[config.mk]
export PLATFORM = sky130hd
export DESIGN_NAME = multiword_add_seq
export DESIGN_NICKNAME = d
export VERILOG_FILES = /design/src/rtl/multiword_add_seq.sv
export SDC_FILE = /design/constraint.sdc
export NUM_CORES = 1
export LEC_CHECK = 0
export ABC_AREA = 1
export BUFFER_PORTS_ARGS = -buffer_cell sky130_fd_sc_hd__buf_2
export CORE_ASPECT_RATIO = 1.4
export CORE_MARGIN = 1
export CORE_UTILIZATION = 51
export CTS_BUF_LIST = sky130_fd_sc_hd__clkbuf_8
export DETAILED_ROUTE_END_ITERATION = 8
export PLACE_DENSITY = 0.75
export SLEW_MARGIN = 10
export SYNTH_ARGS = -nofsm -noshare
export SYNTH_HDL_FRONTEND = slang
export SYNTH_SLANG_ARGS = --single-unit
export TNS_END_PERCENT = 100
[constraint.sdc]
create_clock -name clk -period 4.2 [get_ports clk]
set_input_delay 0.42 -clock clk [delete_from_list [all_inputs] [get_ports clk]]
set_output_delay 0.42 -clock clk [all_outputs]
set_load 0.01 [all_outputs]
[src/rtl/multiword_add_seq.sv]
// ---------------------------------------------------------------------------
// multiword_add_seq
//
// Sequential multi-precision adder. Accepts two WORDS*N-bit operands plus a
// carry-in over a valid/ready handshake, then adds them one N-bit word per
// cycle (least significant word first) through a single full_adder #(N),
// rippling the carry from word to word. The full-width sum and the final
// carry are offered on an output valid/ready handshake.
//
// Ports:
//   clk        - clock, all state changes on the rising edge
//   rst_n      - asynchronous active-low reset
//   in_valid   - operand set valid
//   in_ready   - block can accept operands (IDLE only)
//   in_a/in_b  - W-bit operands, W = N*WORDS
//   in_cin     - carry into word 0
//   out_valid  - result valid (DONE only)
//   out_ready  - consumer accepts the result
//   out_sum    - in_a + in_b + in_cin modulo 2^W
//   out_cout   - carry out of the most significant word
//   busy       - high while in RUN or DONE
// ---------------------------------------------------------------------------

// N-bit full adder: sum/cout of a + b + cin.
module full_adder #(
    parameter int N = 16
) (
    input  logic [N-1:0] a,
    input  logic [N-1:0] b,
    input  logic         cin,
    output logic [N-1:0] sum,
    output logic         cout
);
    assign {cout, sum} = {1'b0, a} + {1'b0, b} + {{N{1'b0}}, cin};
endmodule

module multiword_add_seq #(
    parameter int N     = 16,
    parameter int WORDS = 4
) (
    input  logic                 clk,
    input  logic                 rst_n,
    input  logic                 in_valid,
    output logic                 in_ready,
    input  logic [N*WORDS-1:0]   in_a,
    input  logic [N*WORDS-1:0]   in_b,
    input  logic                 in_cin,
    output logic                 out_valid,
    input  logic                 out_ready,
    output logic [N*WORDS-1:0]   out_sum,
    output logic                 out_cout,
    output logic                 busy
);

    localparam int                IDX_W    = (WORDS > 1) ? $clog2(WORDS) : 1;
    localparam logic [IDX_W-1:0]  LAST_IDX = IDX_W'(WORDS - 1);

    typedef enum logic [1:0] {
        IDLE = 2'd0,
        RUN  = 2'd1,
        DONE = 2'd2
    } state_t;

    state_t                      state_q;
    logic [WORDS-1:0][N-1:0]     a_q;
    logic [WORDS-1:0][N-1:0]     b_q;
    logic [WORDS-1:0][N-1:0]     res_q;    // partial result built during RUN
    logic [WORDS-1:0][N-1:0]     res_d;
    logic [WORDS-1:0][N-1:0]     sum_q;    // presented result, loaded entering DONE
    logic                        carry_q;
    logic                        cout_q;
    logic [IDX_W-1:0]            idx_q;

    logic [N-1:0]                fa_sum;
    logic                        fa_cout;

    full_adder #(.N(N)) u_full_adder (
        .a    (a_q[idx_q]),
        .b    (b_q[idx_q]),
        .cin  (carry_q),
        .sum  (fa_sum),
        .cout (fa_cout)
    );

    // Partial result with the current word slotted in; on the last RUN edge
    // this is the complete sum.
    always_comb begin
        res_d        = res_q;
        res_d[idx_q] = fa_sum;
    end

    // The presented result lives in its own register so out_sum/out_cout
    // change only when entering DONE, never while a new operation runs.
    always_ff @(posedge clk or negedge rst_n) begin
        if (!rst_n) begin
            state_q <= IDLE;
            a_q     <= '0;
            b_q     <= '0;
            res_q   <= '0;
            sum_q   <= '0;
            carry_q <= 1'b0;
            cout_q  <= 1'b0;
            idx_q   <= '0;
        end else begin
            case (state_q)
                IDLE: begin
                    if (in_valid) begin
                        a_q     <= in_a;
                        b_q     <= in_b;
                        carry_q <= in_cin;
                        idx_q   <= '0;
                        state_q <= RUN;
                    end
                end
                RUN: begin
                    res_q   <= res_d;
                    carry_q <= fa_cout;
                    if (idx_q == LAST_IDX) begin
                        sum_q   <= res_d;
                        cout_q  <= fa_cout;
                        state_q <= DONE;
                    end else begin
                        idx_q <= idx_q + IDX_W'(1);
                    end
                end
                DONE: begin
                    if (out_ready) begin
                        state_q <= IDLE;
                    end
                end
                default: state_q <= IDLE;
            endcase
        end
    end

    // Handshake flags decode the state register only.
    assign in_ready  = (state_q == IDLE);
    assign out_valid = (state_q == DONE);
    assign busy      = (state_q != IDLE);
    assign out_sum   = sum_q;
    assign out_cout  = cout_q;

endmodule

* Word-level counts from Yosys, hierarchy flattened
Index checks and enable logic that the tools add are counted.
W data, S select, Z words.
** Cells by class
- Add/subtract/negate cells :: 3
- Magnitude comparators :: 2
- Equality and inequality tests :: 7
- Mux-type cells :: 16
- Reduce and logical (&&, ||, !) cells :: 9
** Operators by type and width (number)
- $bmux W16 S2 :: 2
- $bwmux W64 :: 1
- $mux W16 :: 3
- $demux W16 S2 :: 1
- $add A16 B16 Y17 :: 1
- $add A17 B1 Y17 :: 1
- $mux W2 :: 5
- $ne A2 B2 Y1 const B :: 3
- $pmux W2 S3 :: 1
- $reduce_and A2 Y1 :: 3
- $reduce_and A3 Y1 :: 2
- $eq A2 B2 Y1 const B :: 2
- $pmux W2 S2 :: 1
- $reduce_bool A2 Y1 :: 2
- $lt A2 B3 Y1 const B :: 1
- $add A2 B1 Y2 const B :: 1
- $eq A2 B1 Y1 const B :: 1
- $ge A2 B1 Y1 const B :: 1
- $logic_not A2 Y1 :: 1
- $ne A2 B1 Y1 const B :: 1
- $pmux W1 S2 :: 1
- $logic_and A1 B1 Y1 :: 1
- $mux W1 :: 1
** Word-level totals
- Register bits :: 262
- Input port bits :: 133
- Output and inout port bits :: 68
- Word-level logic and storage cells :: 57

* Longest topological paths before layout
- Depth after elaboration :: 5
- Depth in mapped cells :: 17
- Gate-level depth less buffers :: 15

* Modules after synthesis
From an unflattened synthesis, not the netlist that was laid out.
** Unflattened totals
- Cells, all modules :: 1684
- Area total of the unflattened synthesis :: 12410.7 µm²
** By module, submodules not included
- multiword_add_seq :: times used 1, cells each 1500, area an instance 11418.5 µm², seq. area each 6155.9 µm²
- full_adder :: times used 1, cells each 184, area an instance 992.2 µm², seq. area each 0.0 µm²

* Worst setup path before layout
Ideal clock, no wire load.
- Kind :: flip-flop to flip-flop
- Start :: register idx_q[0]
- End :: register res_q[24] (netlist bit)
- Library setup time :: 0.118 ns
- Data arrival time :: 2.591 ns
- Required time :: 4.082 ns
- Slack :: 1.491 ns
- Stages on the path, launching flop included :: 17
- Buffers on the path :: 2
- Clock period less this slack :: 2.709 ns
- Path through :: dfrtp_1 > buf_2 > inv_1 > buf_2 > o21ai_0 > o22ai_1 > fa_1 > fa_1 > nand2_1 > nand2_1 > and2_4 > nand2_1 > nand2_2 > xnor2_2 > nand2_1 > nand3_1 > nand2_1
** On the way
- Cells in the longest elaborated chain, start to end :: 5
- Elaborated cells between the ends (all ways) :: 12
- Classes of those cells :: add/sub: 2; order compare: 2; mux: 7; reduce/logical: 1
** RTL lines
- from (decl) :: line 72 : logic [IDX_W-1:0] idx_q;
- from (signal assigned) :: line 123 : idx_q <= idx_q + IDX_W'(1);
- $bmux W16 S2, or another cell as far along :: line 78 : .a (a_q[idx_q]),
- $mux W16 (implied by the code), or another cell as far along :: line 78
- $add A16 B16 Y17 or $mux W16 (tied branches) :: line 34, 89
- $add A17 B1 Y17 or $demux W16 S2 (tied branches) :: line 34, 89
- $bwmux W64 * :: line 89 : res_d[idx_q] = fa_sum;
- to (signal assigned) :: line 116 : res_q <= res_d;
- to (decl) :: line 67 : logic [WORDS-1:0][N-1:0] res_q;
Every way passes the cells marked *; elsewhere a longest branch is shown, timed or not. The select of a mux whose other input is x is not followed.
A chain may end at the register's enable or synchronous reset.

* Final worst setup path
- Start :: register idx_q[1]
- End :: register res_q[4] (netlist bit)
Same word-level chain as after synthesis.

==> metrics.sh <==
SYNTH.FF_LATCH_COUNT=246
MAX_CAP_VIOLATIONS=0
CRIT_ARRIVAL_NS=3.73
FP.COREAREA_UM2=22400
WORST_SKEW_PAIR.LATE_LATENCY_NS=0.53
PLACEMENT.IO_BUFFERS=200
POST_SYNTH_XOR_AREA_FRACTION=0.00441
ANTENNA-DIODE-COUNT=0
POWER.SHARE.CLOCK=0.163
COUNT_OF_DIFFERENT_CELL_MASTERS_AFTER_SYNTHESIS=31
SETUP_VIOL_COUNT_FINAL=0
ROUTE.VIAS.TOTAL=10400
CLKSLEWWORSTSETUPHOLDPATHS_NS=0.06
LAYOUT.AREA.SEQ_UM2=6160
FINISH.NET_COUNT=1828
WORSTHOLDPATHTYPE='in -> reg'
MAXIMUM_FANOUT_COUNT_ALONG_THE_CRITICAL_PATH=17
P_INT_W=0.00727
ROUTED_WIRELENGTH_NORMALIZED_BY_INSTANCE_COUNT_UM=15.4
CRITICAL_PATH_REQUIRED_NS=4.58
SYNTH_TOP_FAMILY_BY_AREA='simple AND/OR/NAND/NOR gates'
SYN_AREA_UM2=11600
FIN_TNS_SETUP_NS=0
DRIVE_ABOVE_1_SHARE=0.186
NUMCLOCKSINKS=246
VIAS_PER_CELL=5.20
FINAL_SLEW_VIOL_COUNT=0
CRITPATHLAUNCHTYPE='flop'
LAYOUT_COMMONEST_CELL='sky130_fd_sc_hd__nand2_1'
PLACE_CONGESTION=0.900
SLEW_HEADROOM=0.198
GLOBAL_ROUTE.USAGE.TOTAL=0.273
YS.FLOP_TYPE='sky130_fd_sc_hd__dfrtp_1'
TIMING_WORST_SETUP_PATH_TYPE='reg -> reg'
SYNTH_SIMPLE_GATE_AREA_SHARE=0.321
YS_SEQ_AREA_FRAC=0.529
GRT_MAX_DEGREE=105
RR_WORST_DEPTH=12
SYNTH-ADDER-AREA-SHARE=0.0239
WORST_IR_DROP_VDD_uV=483
ANT_NETS=0
SYN_AREA_PER_CELL_UM2=7.77
FIRST_PASS_ITERS=5
WORSTSETUPENDPOINTTYPE='flop'
DIE_WIDTH_UM=130
SYNTH.NET_COUNT=1652
FLOP_PWR_SHARE=0.301
DRT_WL_TOTAL_UM=30900
DIE_AREA_UM2=23400
TRITONCTS='built'
RESIZED_GATES_AFTER_CTS=0
STATUS='finished, final reports clean'
POST-ROUTE-DRC-COUNT=0
PLACED_CELLS_INCL_TAPS=1932
GRT_ANTENNA_BEFORE_REPAIR=0
DESIGN.PORTCOUNT=201
HOLD-PATH-CELL-COUNT=2
OVERALL_DIE_HEIGHT_UM=181
SHARE_COMB_OF_TOTAL_POWER=0.536
CTS_INSERTED_BUFFERS=40
PLACEMENT_ROWS=65
FINAL_HPWL_DP_UM=20800
PERIOD_NEEDED_NS=3.36
FINALNONFILLERCELLS=2001
DETAIL_ROUTE.ITER0.VIOLATIONS=830
POWER.LEAKAGE_nW=7.57
MOST-COMMON-LAYOUT-CELLS='sky130_fd_sc_hd__nand2_1 (703), sky130_fd_sc_hd__dfrtp_1 (245), sky130_fd_sc_hd__buf_2 (199), sky130_fd_sc_hd__o21ai_0 (115), sky130_fd_sc_hd__nand3_1 (99)'
PROPORTION_OF_SYNTHESIZED_FLIP_FLOPS_HAVING_ASYNCHRONOUS_SET_OR_RESET=1.00
SYNTHESIS.YOSYS.WARNINGS=0
FINCLKSKEW_NS=0.0113
POWER.NET_SWITCHING_W=0.00645
CLK_ROOT_BUFFER_CELL='sky130_fd_sc_hd__clkbuf_8'
INITIAL_CORE_UTIL=0.518
TIMING.FINAL.CRIT_SHARE=0.799
POWER_PER_CELL_AREA_nW_PER_UM2=1000
CTS.PATH.MAX_BUFFERS=3
GRT_FIRST_PASS_WIRELENGTH_UM=50500
SYNTH_COMPOUND_AREA_FRAC=0.0729
GRT_REMAINING_OVERFLOW=0
FILLER_CELL_COUNT=2072
SWITCHING_SHARE=0.470
SETUP_REPAIR_AFTER_GLOBAL_ROUTING_MISSED_ITS_MARGIN='false'
AREAGROWTHSYNTHTOFINISH_PCT=17.6
NUMBER_OF_FLOPS_MAPPED_TO_ENABLE_CELLS_BY_YOSYS=0
HTREE_NUM_LEVELS=2
VIAS_IN_THE_FIRST_GLOBAL_ROUTE=10100
MULTI_INPUT_AREA_UM2=4920
FINAL_HOLD_VIOL_COUNT=0
MUXSHAREOFSYNTHAREA=0
TIMING_WORST_SLEW_PIN_VALUE_NS=1.20
FMAX_MHz=298
SYNTHCELLS=1498
-- area by class of cell --
class	count	share of cell area
Tap cell	301	0.0275
Clock inverter	15	0.0101
Timing Repair Buffer	216	0.0838
Multi-Input combinational cell	1116	0.360
Clock buffer	53	0.0533
Sequential cell	246	0.450
Inverter	54	0.0150
-- flip-flops by register name, summed over array words and instances (netlist names) --
signal    flops
res_q        48
a_q          64
out_cout      1
idx_q         2
b_q          64
state_q       2
out_sum      64
carry_q       1
-- cells by family after synthesis --
kind of cell,count (synthesis)
XOR/XNOR,5
flip-flops,246
AND/OR/NAND/NOR,930
buffers and inverters,136
AO/OA/AOI/OAI,160
adder cells (fa/ha/maj),21
-- metrics by stage --
step | utilization | setup slack (ns) | total power (W) | cell area (um^2) | hold WS [ns]
2_1_floorplan | - | 1.49 | 0.00924 | 11600 | 0.124
3_3_place_gp | 0.570 | 1.05 | 0.0112 | 12800 | 0.450
3_5_place_dp | 0.570 | 0.912 | 0.0114 | 12800 | 0.456
4_1_cts | 0.609 | 0.886 | 0.0138 | 13700 | 0.0607
5_1_grt | 0.609 | 0.481 | 0.0150 | 13700 | 0.0662
6_report | 0.609 | 0.845 | 0.0137 | 13700 | 0.0768
-- Yosys cell counts, types with 9 or more instances --
cell type                  instances  share of area
sky130_fd_sc_hd__a21oi_1           9         0.0039
sky130_fd_sc_hd__clkbuf_1         42          0.014
sky130_fd_sc_hd__o21ai_0         115          0.049
sky130_fd_sc_hd__buf_1             9         0.0029
sky130_fd_sc_hd__buf_2            26          0.011
sky130_fd_sc_hd__nand2_1         704           0.23
sky130_fd_sc_hd__o22ai_1          32          0.017
sky130_fd_sc_hd__or2_2            31          0.017
sky130_fd_sc_hd__nor2_1           81          0.026
sky130_fd_sc_hd__dfrtp_1         246           0.53
sky130_fd_sc_hd__inv_1            49          0.016
sky130_fd_sc_hd__ha_1             19          0.020
sky130_fd_sc_hd__nand3_1          99          0.043
-- worst paths after layout --
path / start / endpoint / slack, ns
worst max-delay path: idx_q[1]$_DFFE_PN0P_ / res_q[4]$_DFFE_PN0P_ / 0.84
worst min-delay path: out_ready / state_q[1]$_DFFE_PN0P_ / 0.08
worst max register to register: idx_q[1]$_DFFE_PN0P_ / res_q[4]$_DFFE_PN0P_ / 0.84
worst min register to register: out_sum[49]$_DFFE_PN0P_ / out_sum[49]$_DFFE_PN0P_ / 0.47
max in group asynchronous: rst_n / b_q[28]$_DFFE_PN0P_ / 2.70
min in group asynchronous: rst_n / res_q[5]$_DFFE_PN0P_ / 0.53
-- routing by layer --
layer,wire length (um),global-route usage,part of all wire
met3,1620,0.0376,0.053
met5,0,0,0
met4,1190,0.113,0.039
met1,13300,0.364,0.43
met2,14700,0.446,0.48
-- worst max-delay path: stages (launching register included) --
cell and delay, ns:
sky130_fd_sc_hd__dfrtp_1 0.63, sky130_fd_sc_hd__inv_1 0.34, sky130_fd_sc_hd__o21ai_0 0.16, sky130_fd_sc_hd__o22ai_1 0.11, sky130_fd_sc_hd__fa_1 0.48, sky130_fd_sc_hd__fa_1 0.42, sky130_fd_sc_hd__nand2_1 0.12, sky130_fd_sc_hd__nand2_1 0.08
sky130_fd_sc_hd__and2_4 0.15, sky130_fd_sc_hd__xnor2_1 0.34, sky130_fd_sc_hd__nand2_1 0.08, sky130_fd_sc_hd__o21ai_0 0.15, sky130_fd_sc_hd__o21ai_0 0.14
-- power groups by stage --
stage	clock (W)	combinational, W	sequential (W)
2_1_floorplan	0	0.00515	0.00409
3_3_place_gp	0	0.00712	0.00411
3_5_place_dp	0	0.00730	0.00414
4_1_cts	0.00228	0.00735	0.00412
5_1_grt	0.00238	0.00839	0.00424
6_report	0.00224	0.00735	0.00413
-- timing repair --
action                                  in CTS  in global routing
endpoints found under the setup margin       0                  0
hold endpoints to repair                    69                  0
setup buffers                                0                  0
hold buffers                                 1                  0
Note: power is estimated with default switching activity, not from simulation.
